### src/rtl/coin_accum_pkg.sv
// coin_accum_pkg
//   Shared definitions for the coin accumulator: coin values in farthing
//   units, credit width/limit, default item price, the controller state
//   enum and a helper that maps the coin inputs to a value.
package coin_accum_pkg;

  localparam int unsigned CREDIT_W = 4;

  localparam logic [3:0] FARTHING_VAL = 4'd1;
  localparam logic [3:0] HALF_VAL     = 4'd2;
  localparam logic [3:0] PENNY_VAL    = 4'd4;

  // Largest credit the 4-bit register can hold without wrapping.
  localparam logic [4:0] CREDIT_MAX = 5'd15;

  localparam int DEFAULT_PRICE = 5;

  typedef enum logic [1:0] {
    ST_IDLE   = 2'd0,
    ST_ACCUM  = 2'd1,
    ST_VEND   = 2'd2,
    ST_REFUND = 2'd3
  } state_e;

  // Value of the inserted coin. Only meaningful when exactly one input is
  // high; callers qualify it with their own single-coin check.
  function automatic logic [3:0] coin_value(input logic farthing,
                                            input logic half,
                                            input logic penny);
    logic [3:0] val;
    val = 4'd0;
    if (farthing) val = val | FARTHING_VAL;
    if (half)     val = val | HALF_VAL;
    if (penny)    val = val | PENNY_VAL;
    return val;
  endfunction

endpackage

### src/rtl/coin_accum_idle_timer.sv
// coin_accum_idle_timer
//   Idle counter for the accumulator. Counts enabled cycles from zero and
//   raises a terminal-count flag at TIMEOUT_CYCLES-1, where it stops.
// Ports:
//   clk       clock, rising edge
//   reset     synchronous active-high reset
//   clear_i   return the count to zero (wins over enable)
//   en_i      advance the count by one
//   tc_o      count equals TIMEOUT_CYCLES-1
module coin_accum_idle_timer #(
  parameter int TIMEOUT_CYCLES = 1000
) (
  input  logic clk,
  input  logic reset,
  input  logic clear_i,
  input  logic en_i,
  output logic tc_o
);

  localparam int CNT_W = (TIMEOUT_CYCLES > 1) ? $clog2(TIMEOUT_CYCLES) : 1;
  localparam logic [CNT_W-1:0] TC_VAL = CNT_W'(TIMEOUT_CYCLES - 1);

  logic [CNT_W-1:0] cnt_q;
  logic [CNT_W-1:0] cnt_d;

  assign tc_o = (cnt_q == TC_VAL);

  // Saturates at the terminal count so a held-off timeout (coin activity
  // that was not accepted) cannot wrap the counter.
  always_comb begin
    cnt_d = cnt_q;
    if (clear_i) begin
      cnt_d = '0;
    end else if (en_i && !tc_o) begin
      cnt_d = cnt_q + CNT_W'(1);
    end
  end

  always_ff @(posedge clk) begin
    if (reset) begin
      cnt_q <= '0;
    end else begin
      cnt_q <= cnt_d;
    end
  end

endmodule

### src/rtl/coin_accum.sv
// coin_accum
//   Coin acceptor controller. Accumulates farthing/halfpenny/penny pulses
//   into a credit, requests a vend once the credit reaches PRICE, and
//   refunds the held credit after TIMEOUT_CYCLES idle cycles.
// Ports:
//   clk            clock, rising edge
//   reset          synchronous active-high reset
//   coin_farthing  pulse, 1 unit inserted
//   coin_half      pulse, 2 units inserted
//   coin_penny     pulse, 4 units inserted
//   vend_ack       pulse, item and change issued (honoured only in VEND)
//   credit         accumulated credit in farthing units
//   vend_req       high while a vend is pending
//   refund_req     one-cycle pulse, return refund_amt
//   refund_amt     refund value, nonzero only with refund_req
//   coin_reject    one-cycle pulse, previous cycle's coin was not accepted
// All outputs come straight from flops.
module coin_accum
  import coin_accum_pkg::*;
#(
  parameter int TIMEOUT_CYCLES = 1000,
  parameter int PRICE          = DEFAULT_PRICE
) (
  input  logic       clk,
  input  logic       reset,
  input  logic       coin_farthing,
  input  logic       coin_half,
  input  logic       coin_penny,
  input  logic       vend_ack,
  output logic [3:0] credit,
  output logic       vend_req,
  output logic       refund_req,
  output logic [3:0] refund_amt,
  output logic       coin_reject
);

  localparam logic [4:0] PRICE_W = 5'(PRICE);

  state_e     state_q,       state_d;
  logic [3:0] credit_q,      credit_d;
  logic       vend_req_q,    vend_req_d;
  logic       refund_req_q,  refund_req_d;
  logic [3:0] refund_amt_q,  refund_amt_d;
  logic       coin_reject_q, coin_reject_d;

  logic       any_coin;
  logic       one_coin;
  logic [3:0] coin_val;
  logic [4:0] sum;
  logic       accepted;
  logic       tmr_clear;
  logic       tmr_en;
  logic       tmr_tc;

  // True when adding the coin keeps the credit inside the 4-bit register.
  function automatic logic credit_fits(input logic [4:0] total);
    return total <= CREDIT_MAX;
  endfunction

  assign any_coin = coin_farthing | coin_half | coin_penny;
  assign one_coin = (coin_farthing ^ coin_half ^ coin_penny) &
                    ~(coin_farthing & coin_half & coin_penny);
  assign coin_val = coin_value(coin_farthing, coin_half, coin_penny);
  assign sum      = {1'b0, credit_q} + {1'b0, coin_val};

  coin_accum_idle_timer #(
    .TIMEOUT_CYCLES(TIMEOUT_CYCLES)
  ) u_idle_timer (
    .clk    (clk),
    .reset  (reset),
    .clear_i(tmr_clear),
    .en_i   (tmr_en),
    .tc_o   (tmr_tc)
  );

  always_comb begin
    state_d       = state_q;
    credit_d      = credit_q;
    refund_req_d  = 1'b0;
    refund_amt_d  = 4'd0;
    coin_reject_d = 1'b0;
    accepted      = 1'b0;
    tmr_en        = 1'b0;

    unique case (state_q)
      ST_IDLE: begin
        credit_d = 4'd0;
        if (one_coin) begin
          accepted = 1'b1;
          credit_d = coin_val;
          state_d  = ({1'b0, coin_val} >= PRICE_W) ? ST_VEND : ST_ACCUM;
        end else if (any_coin) begin
          coin_reject_d = 1'b1;
        end
      end

      ST_ACCUM: begin
        if (one_coin && credit_fits(sum)) begin
          // An accepted coin also beats a timeout landing in the same cycle.
          accepted = 1'b1;
          credit_d = sum[3:0];
          if (sum >= PRICE_W) state_d = ST_VEND;
        end else if (any_coin) begin
          // Rejected activity holds the idle count rather than clearing it.
          coin_reject_d = 1'b1;
        end else if (tmr_tc) begin
          state_d      = ST_REFUND;
          refund_req_d = 1'b1;
          refund_amt_d = credit_q;
        end else begin
          tmr_en = 1'b1;
        end
      end

      ST_VEND: begin
        if (any_coin) coin_reject_d = 1'b1;
        if (vend_ack) begin
          credit_d = 4'd0;
          state_d  = ST_IDLE;
        end
      end

      ST_REFUND: begin
        // Credit stays visible during the refund cycle, then clears.
        if (any_coin) coin_reject_d = 1'b1;
        credit_d = 4'd0;
        state_d  = ST_IDLE;
      end

      default: begin
        credit_d = 4'd0;
        state_d  = ST_IDLE;
      end
    endcase

    vend_req_d = (state_d == ST_VEND);
    tmr_clear  = accepted || (state_d != ST_ACCUM);
  end

  always_ff @(posedge clk) begin
    if (reset) begin
      state_q       <= ST_IDLE;
      credit_q      <= 4'd0;
      vend_req_q    <= 1'b0;
      refund_req_q  <= 1'b0;
      refund_amt_q  <= 4'd0;
      coin_reject_q <= 1'b0;
    end else begin
      state_q       <= state_d;
      credit_q      <= credit_d;
      vend_req_q    <= vend_req_d;
      refund_req_q  <= refund_req_d;
      refund_amt_q  <= refund_amt_d;
      coin_reject_q <= coin_reject_d;
    end
  end

  assign credit      = credit_q;
  assign vend_req    = vend_req_q;
  assign refund_req  = refund_req_q;
  assign refund_amt  = refund_amt_q;
  assign coin_reject = coin_reject_q;

endmodule

### config.mk
export PLATFORM = sky130hd
export DESIGN_NAME = coin_accum
export DESIGN_NICKNAME = d
export VERILOG_FILES = /design/src/rtl/coin_accum_pkg.sv /design/src/rtl/coin_accum_idle_timer.sv /design/src/rtl/coin_accum.sv
export SDC_FILE = /design/constraint.sdc
export NUM_CORES = 1
export LEC_CHECK = 0
export ABC_AREA = 1
export BUFFER_PORTS_ARGS = -buffer_cell sky130_fd_sc_hd__buf_2
export CAP_MARGIN = 10
export CELL_PAD_IN_SITES_DETAIL_PLACEMENT = 1
export CELL_PAD_IN_SITES_GLOBAL_PLACEMENT = 1
export CORE_MARGIN = 5
export CORE_UTILIZATION = 30
export CTS_BUF_LIST = sky130_fd_sc_hd__clkbuf_8
export DETAILED_ROUTE_END_ITERATION = 6
export PLACE_DENSITY = 0.58
export SYNTH_ARGS = -nofsm -noshare
export SYNTH_HDL_FRONTEND = slang
export SYNTH_SLANG_ARGS = --single-unit
### constraint.sdc
create_clock -name clk -period 2.7 [get_ports clk]
set_clock_uncertainty 0.15 [all_clocks]
set_input_delay 0.27 -clock clk [delete_from_list [all_inputs] [get_ports clk]]
set_output_delay 0.27 -clock clk [all_outputs]
set_load 0.005 [all_outputs]
==> results.json, run 1 <==
{
  "tns_ps": 0,
  "rr_endpoint": "u_idle_timer.cnt_q[7]",
  "fin_crit_sh": 0.831,
  "pre_cts_slack_ps": 301,
  "post_cts_resized": 0,
  "min_from": "reset",
  "cts_root_buf": "clkbuf_8",
  "rrSetupSlack_ps": 460,
  "cts_sinks": 23,
  "final.setup.worst_slack_ps": 457,
  "clock_latency_ps": 270,
  "final_area_mm2": 0.00176,
  "pwr-share-comb": 0.302,
  "wirelength_um": 3770,
  "hold_viol": 0,
  "slowest_delay_ps": 410,
  "power_frac_clock": 0.263,
  "synth_top_area_frac": 0.289,
  "pin_count": 17,
  "r2r_cells": 13,
  "peakVddDrop_mv": 0.231,
  "start_kind": "flip-flop",
  "antenna_found_initial": 0,
  "r2r-start": "credit[0]",
  "setup_viol": 0,
  "p_int_uw": 538,
  "drtIter0Drc": 69,
  "grt_start_max_net_pins": 14,
  "postSynthAreaPerCell_um2": 7.65,
  "dp_hpwl_um": 2920,
  "layout-drive-gt1-share": 0.293,
  "clockBufferDepth": 2,
  "seqPwrFrac": 0.435,
  "syn_to_final_growth_pct": 10.8,
  "cpLargestDelayFamily": "simple AND/OR/NAND/NOR gates",
  "cts_max_level": 1,
  "cp_common_cell": "nand2_1",
  "ys.warnings.count": 0,
  "maxSlewViolCount": 0,
  "synth_cells": 208,
  "crit_chain": "ha_1 > fa_1 > nand2_2 > nand2_4 > nand2_4 > nand2_1 > inv_1 > nand2_1 > nand2_1 > nand2_1 > nand2_2 > nand2_2 > nor3_2",
  "syn_nets": 223,
  "post-route-min-period_ps": 2240,
  "path_class": "flip-flop to flip-flop",
  "status": "finished, final reports clean",
  "worst_pin_slew_ps": 347,
  "synth_top_cell_by_area": "dfxtp_1",
  "dr.pass1.iters": 4,
  "rows": 26,
  "maxCapViolCount": 0,
  "dieArea_mm2": 0.00686,
  "place_area_mm2": 0.00172,
  "first_global_vias": 1351,
  "grt-ovfl-total": 0,
  "rsz0062_at_grt": "no",
  "gp_congestion": 0.753,
  "synth-seq-area-share": 0.289,
  "min_to": "coin_reject",
  "cp.depth": 13,
  "cts_setup_buffers": 0,
  "max_freq_mhz": 446,
  "startpoint": "credit[0]",
  "clkTransAtPathRegs_ps": 90,
  "power_uw": 854,
  "nets": 241,
  "grt_usage": 0.114,
  "ant_nets": 0,
  "vias_per_cell": 4.44,
  "crit_fanout": 11,
  "power_switching_uw": 316,
  "synth_cell_types": 33,
  "fp.dieH_um": 82.8,
  "swShare": 0.370,
  "p_leak_uw": 0.000781,
  "syn_area_mm2": 0.00159,
  "cp_slowest_cell": "fa_1",
  "port_buffers": 16,
  "drc": 0,
  "grt_pass1_wl_um": 6580,
  "core_mm2": 0.00514,
  "critPathArrivalTime_ps": 2290,
  "chipWidth_um": 82.8,
  "ys_ff_latch": 23,
  "diodes": 0,
  "hold_buffers": 0,
  "required_ps": 2750,
  "worst-path-buf-inv": 1,
  "power_density_mw_per_mm2": 484,
  "yosys-top-cells-area": "dfxtp_1, nor3_2, nand2_1, inv_1, ha_1",
  "min_path_type": "input pin to flip-flop",
  "cp-end-kind": "flip-flop",
  "cts_buffers": 3,
  "slew-limit-headroom": 0.767,
  "cts_tree": "done",
  "wire_per_inst_um": 12.8,
  "whs_path_depth": 2,
  "start_util": 0.310,
  "vias": 1309
}
[stage by stage]
stage	hold slack, ps	std cells	utilization
3_5_place_dp	343	291	0.334
5_1_grt	72.4	295	0.343
3_3_place_gp	348	291	0.334
2_1_floorplan	189	208	-
4_1_cts	63.0	295	0.343
6_report	66.7	295	0.343
[routing by layer]
| metal | wire (µm) | GRT usage |
|---|---|---|
| met3 | 101 | 0.0178 |
| met1 | 2000 | 0.162 |
| met2 | 1640 | 0.180 |
| met4 | 25 | 0.0312 |
| met5 | 0 | 0 |
[placed cells by master, fill, tap and decap left out, types with 2 or more instances in the layout]
cell type,count
nor3_1,3
nand2_1,38
a21oi_1,6
nand2_2,4
o22ai_1,2
inv_1,31
xor2_1,4
nand4_1,2
xnor2_1,4
nand2_4,5
nor2_1,18
o21ai_2,5
inv_2,9
nor3_2,16
buf_2,16
fa_1,2
nand3_1,8
clkbuf_8,3
ha_1,7
nor2_4,2
o21ai_0,5
dfxtp_1,23
[worst max path at each step]
stage	slack, ps	endpoint
finish	460	u_idle_timer.cnt_q[7]
floorplan	710	u_idle_timer.cnt_q[0]
global placement	270	u_idle_timer.cnt_q[8]
detailed placement	300	u_idle_timer.cnt_q[6]
global route	270	u_idle_timer.cnt_q[2]
CTS	410	u_idle_timer.cnt_q[0]
[cells in the mapped netlist]
master / number
nor4_1: 1
o21ai_2: 5
or2_2: 1
inv_2: 9
nor2_2: 1
nand4_1: 2
nand2_4: 5
fa_1: 2
o21ai_0: 5
clkinv_1: 1
nand2_1: 38
xor2_1: 4
inv_1: 31
nor3_2: 16
nor2_4: 2
dfxtp_1: 23
a21o_1: 1
o21ai_1: 1
o211ai_1: 1
nand2_2: 4
nand3_4: 1
nand3b_2: 1
o21bai_1: 1
nor2_1: 18
o22ai_1: 2
a21oi_2: 1
xnor2_1: 4
ha_1: 7
nand3_1: 8
buf_12: 1
nor3_1: 3
a21oi_1: 6
buf_6: 2
[cell families after synthesis]
family          synth area share
compound gates            0.0928
buf+inv                    0.123
fa+ha+maj                 0.0802
xor+xnor                  0.0440
flops                      0.289
simple gates               0.370
[power by group through the flow]
stage	combinational (µW)	sequential, µW	clock, µW
finish	258	371	224
global route	295	373	247
CTS	265	372	239
detailed placement	264	380	0
global placement	263	380	0
floorplan	202	377	0
[cell type report]
type	instances	area, µm²
clock buffers	3	41.3
clock inverters	1	5.00
fillers	669	3380
inverters	41	154
multi-input cells	141	935
flip-flops and latches	23	460
well taps	70	87.6
repair buffers	16	80.1
[worst register-to-register path, delay by kind of cell (launching register included)]
family,cells,cell delay [ps]
and+or+nand+nor,10,990
adders and majority gates,2,630
DFF,1,340
buffers and inverters,1,50
[state kept, by name (all words and copies together) (netlist names)]
register / flops
credit: 4
refund_req: 1
refund_amt: 4
u_idle_timer.cnt_q: 10
coin_reject: 1
vend_req: 1
state_q: 2
Power figures use the tool's default switching activity.
==> inputs of run 2 (changes only) <==
Settings changed: ABC_AREA 1 to 0, PLACE_DENSITY 0.58 to 0.57.
Clock period 2.7 ns to 2.3 ns, I/O delays scaled along.
==> results.json, run 2 <==
{
  "cts_buffers": 3,
  "dp_cells": 211,
  "synth_cells": 139,
  "peakVddDrop_mv": 0.249,
  "core_mm2": 0.00406,
  "wl_met1_um": 1510,
  "synth-seq-area-share": 0.360,
  "gp_congestion": 0.728,
  "drtIter0Drc": 29,
  "clock_latency_ps": 260,
  "worst_pin_slew_ps": 467,
  "regMostFlops": "u_idle_timer.cnt_q",
  "critPathArrivalTime_ps": 2200,
  "status": "finished, final reports clean",
  "ys.warnings.count": 0,
  "crit_fanout": 4,
  "rows": 23,
  "synth_top_cell_by_area": "dfxtp_1",
  "startpoint": "credit[0]",
  "vias": 1085,
  "grt_start_max_net_pins": 14,
  "syn_nets": 154,
  "setup_viol": 0,
  "ant_nets": 0,
  "port_buffers": 16,
  "r2r-start": "credit[0]",
  "post-route-min-period_ps": 2190,
  "grt_pass1_wl_um": 5310,
  "postLayoutCoreUtil": 0.382,
  "fp.dieH_um": 75.3,
  "slew-limit-headroom": 0.688,
  "regArea_um2": 464,
  "syn_to_final_growth_pct": 21.2,
  "first_global_vias": 1083,
  "synth_edf_count": 0,
  "top_layer_used": "met4",
  "grt-ovfl-total": 0,
  "grt_usage": 0.122,
  "clkTransAtPathRegs_ps": 80,
  "rsz0062_at_grt": "no",
  "wirelength_um": 3200,
  "crit_chain": "ha_4 > fa_2 > xnor2_2 > o221ai_2 > o211a_1 > or3_1 > and2_1",
  "dp_hpwl_um": 2560,
  "max_freq_mhz": 456,
  "layout_common_cells": "dfxtp_1, buf_2, nor2_1",
  "cp-end-kind": "flip-flop",
  "synth_cell_types": 43,
  "synthTopCellsByCount": "dfxtp_1, nor2_1, a21oi_1, nand2_1",
  "met3_length_um": 128,
  "syn_area_mm2": 0.00128,
  "async_flop_share": 0,
  "cts_tree": "done",
  "postSynthAreaPerCell_um2": 9.21,
  "drc": 0,
  "synth.most_common_cell": "dfxtp_1",
  "chipWidth_um": 75.3,
  "vias_per_cell": 5.05,
  "synth_top_area_frac": 0.360,
  "cp_slowest_cell": "dfxtp_4",
  "synthFlopType": "dfxtp_1",
  "holdWs_ps": 144,
  "largest_reg_flops": 10,
  "start_util": 0.315,
  "ys_ff_latch": 23,
  "path_class": "flip-flop to flip-flop",
  "tns_ps": 0,
  "nets": 181,
  "cts_sinks": 23,
  "multi_input_area_um2": 812,
  "cts_root_buf": "clkbuf_8",
  "nFillCells": 486,
  "slowest_delay_ps": 370,
  "start_kind": "flip-flop",
  "final_cells": 215,
  "power_density_mw_per_mm2": 598,
  "wire_per_inst_um": 14.9,
  "diodes": 0,
  "antenna_found_initial": 0,
  "power_uw": 928,
  "yosys-top-cells-area": "dfxtp_1, ha_1, xor2_1, nor2_1, a21oi_1",
  "cts_max_level": 1,
  "fin_crit_sh": 0.953,
  "dieArea_mm2": 0.00567,
  "final_common_cell": "dfxtp_1",
  "p_leak_uw": 0.000677,
  "maxCapViolCount": 0,
  "hold_viol": 0,
  "maxSlewViolCount": 0,
  "layout-drive-gt1-share": 0.267,
  "pin_count": 17,
  "dr.pass1.iters": 4,
  "clockBufferDepth": 2,
  "min_from": "reset",
  "cts_setup_buffers": 0,
  "wl_met2_um": 1550,
  "min_path_type": "input pin to flip-flop",
  "required_ps": 2310
}
-- run 2: cell count changes in the layout (fill, tap and decap cells not counted), sizes merged, moves of 8 or more --
cell / change
nand2: -38
inv: -35
o21ai: -8
buf: +9
nor3: -17
-- run 2: logic make-up (layout without fill, tap and decap cells) --
group | after synthesis | in the layout | share of synthesized area
buffers and inverters | 8 | 34 | 0.0254
multiplexers | 2 | 2 | 0.0156
flip-flops | 23 | 23 | 0.360
adder cells (fa/ha/maj) | 9 | 9 | 0.0997
AO/OA/AOI/OAI | 29 | 29 | 0.175
XOR/XNOR | 9 | 9 | 0.0616
AND/OR/NAND/NOR | 59 | 59 | 0.263
-- run 2: through the flow --
stage | setup slack, ps | cell area [µm²]
after CTS | 10.8 | 1530
after detailed placement | -68.3 | 1480
after global placement | 1.06 | 1480
final | 109 | 1550
after floorplan | 89.8 | 1280
after global routing | 8.16 | 1550
-- run 2: area by class of cell --
cell class                 instances  area share
timing repair buffer              25      0.0952
inverter                           5      0.0121
multi-input combinational        108       0.523
clock buffer                       3      0.0266
tap                               50      0.0403
sequential                        23       0.299
clock inverter                     1     0.00323
-- run 2: power breakdown --
| group | switching (µW) | leakage, µW | total [µW] | internal (µW) |
|---|---|---|---|---|
| registers | 27.1 | 0.000187 | 442 | 415 |
| logic | 122 | 0.000465 | 237 | 116 |
| clock network | 129 | 0.0000255 | 249 | 121 |
-- run 2: metal layers --
metal | vias up | global-route usage
met5 | - | 0
met3 | 2 | 0.0198
met4 | 0 | 0.0233
li1 | 545 | -
met2 | 13 | 0.203
met1 | 525 | 0.168
-- run 2: final timing paths --
kind	end	slack (ps)	cells past startpoint
worst max-delay path	vend_req	110	7
worst min register to register	credit[2]	360	2
worst min-delay path	credit[0]	140	2
worst max register to register	vend_req	110	7
-- run 2: critical path: cells and delay by family, from the launching register on --
family / cells / cell delay (ps)
DFF: 1 / 370
adders and majority gates: 2 / 520
xor gates and xnor gates: 1 / 200
and+or+nand+nor: 2 / 500
AOI/OAI and AO/OA: 2 / 350
-- run 2: repair_timing --
| action | 4_1_cts | 5_1_grt |
|---|---|---|
| resized for setup | 3 | 4 |
| endpoints found under the setup margin | 1 | 3 |
| hold buffers | 0 | 0 |
==> inputs of run 3 (changes only) <==
Settings changed: CORE_UTILIZATION 30 to 44, PLACE_DENSITY 0.57 to 0.78.
==> results.json, run 3 (synthesized netlist as in run 2, its figures left out) <==
{
  "status": "finished, final reports clean",
  "post-route-min-period_ps": 2210,
  "layout-drive-gt1-share": 0.262,
  "postLayoutCoreUtil": 0.542,
  "maxCapViolCount": 0,
  "cts_buffers": 3,
  "clkTransAtPathRegs_ps": 80,
  "cts_tree": "done",
  "max_freq_mhz": 453,
  "hold_buffers": 0,
  "rows": 19,
  "dp_hpwl_um": 2350,
  "rr_endpoint": "vend_req",
  "drtIter0Drc": 43,
  "drc": 0,
  "cp-end-kind": "flip-flop",
  "rsz0062_at_grt": "no",
  "wirelength_um": 3110,
  "clockBufferDepth": 2,
  "crit_fanout": 2,
  "hold_viol": 0,
  "final.setup.worst_slack_ps": 91.5,
  "antenna_found_initial": 0,
  "maxSlewViolCount": 0,
  "port_buffers": 16,
  "regMostFlops": "u_idle_timer.cnt_q",
  "wire_per_inst_um": 15.9,
  "p_leak_uw": 0.000671,
  "clock_latency_ps": 270,
  "power_density_mw_per_mm2": 614,
  "r2r_cells": 7,
  "layout_common_cells": "dfxtp_1, buf_2, nor2_1",
  "rrSetupSlack_ps": 90,
  "slew-limit-headroom": 0.685,
  "core_mm2": 0.00278,
  "crit_path_end": "vend_req",
  "nets": 180,
  "startpoint": "credit[0]",
  "largest_reg_flops": 10,
  "setup_viol": 0,
  "pre_cts_slack_ps": -52.3,
  "start_kind": "flip-flop",
  "ant_nets": 0,
  "grt_start_max_net_pins": 14,
  "dr.pass1.iters": 4,
  "path_class": "flip-flop to flip-flop",
  "fin_crit_sh": 0.960,
  "r2r-start": "credit[0]",
  "grt_usage": 0.158,
  "diodes": 0,
  "cts_sinks": 23,
  "cts_root_buf": "clkbuf_8",
  "nFillCells": 336,
  "fp.dieH_um": 63.9,
  "min_path_type": "input pin to flip-flop",
  "vias": 1097,
  "grt-ovfl-total": 0,
  "critPathArrivalTime_ps": 2220,
  "worst_pin_slew_ps": 472,
  "dieArea_mm2": 0.00409,
  "peakVddDrop_mv": 0.487,
  "pin_count": 17,
  "gp_congestion": 0.887,
  "start_util": 0.460,
  "vias_per_cell": 5.63,
  "grt_pass1_wl_um": 5180,
  "first_global_vias": 1142,
  "cts_max_level": 1,
  "final_common_cell": "dfxtp_1",
  "chipWidth_um": 63.9,
  "syn_to_final_growth_pct": 17.8,
  "whs_path_depth": 2,
  "required_ps": 2310
}
-- run 3: worst min path at each step --
stage	startpoint	end	slack, ps
floorplan	credit[0]	credit[0]	330
global placement	credit[2]	credit[2]	340
detailed placement	credit[2]	credit[2]	350
CTS	reset	credit[0]	120
global route	reset	credit[1]	130
finish	reset	coin_reject	120
-- run 3: worst max-delay path: stages (launching register included) --
cell and delay [ps]:
dfxtp_2 350, ha_2 190, fa_2 450, nor2_2 120, o221ai_2 120, o211a_1 210, or3_1 360, and2_1 150
-- run 3: area by class of cell --
type	instances	area [µm²]	area share
clock inverters	1	5.00	0.00332
flip-flops and latches	23	462	0.306
clock buffers	3	41.3	0.0274
inverters	5	18.8	0.0124
multi-input cells	108	802	0.532
repair buffers	24	140	0.0929
well taps	31	38.8	0.0257
-- run 3: report_power, final --
part           internal [µW]  switching [µW]
logic                    111             124
clock network            121             130
registers                415            25.4
total                    647             280
-- run 3: stage by stage --
stage	instances	hold slack, ps	total power (µW)	TNS [ps]	cell area, µm²
global route	195	127	986	0	1510
finish	195	123	926	0	1510
detailed placement	189	347	658	-52.3	1430
floorplan	139	327	588	0	1280
global placement	189	338	648	0	1430
CTS	193	124	917	0	1480
-- run 3: what timing repair did --
item                                    4_1_cts  5_1_grt
buffers inserted                              0        2
gates resized for setup                       1        4
pin swaps                                     1        3
cloned                                        0        0
endpoints found under the setup margin        1        6
-- run 3: metal layers --
layer / track usage / up-vias / routed length, µm
li1: - / 544 / -
met2: 0.259 / 20 / 1470
met3: 0.0350 / 2 / 145
met4: 0.0571 / 0 / 18
met5: 0 / - / 0
met1: 0.202 / 531 / 1480
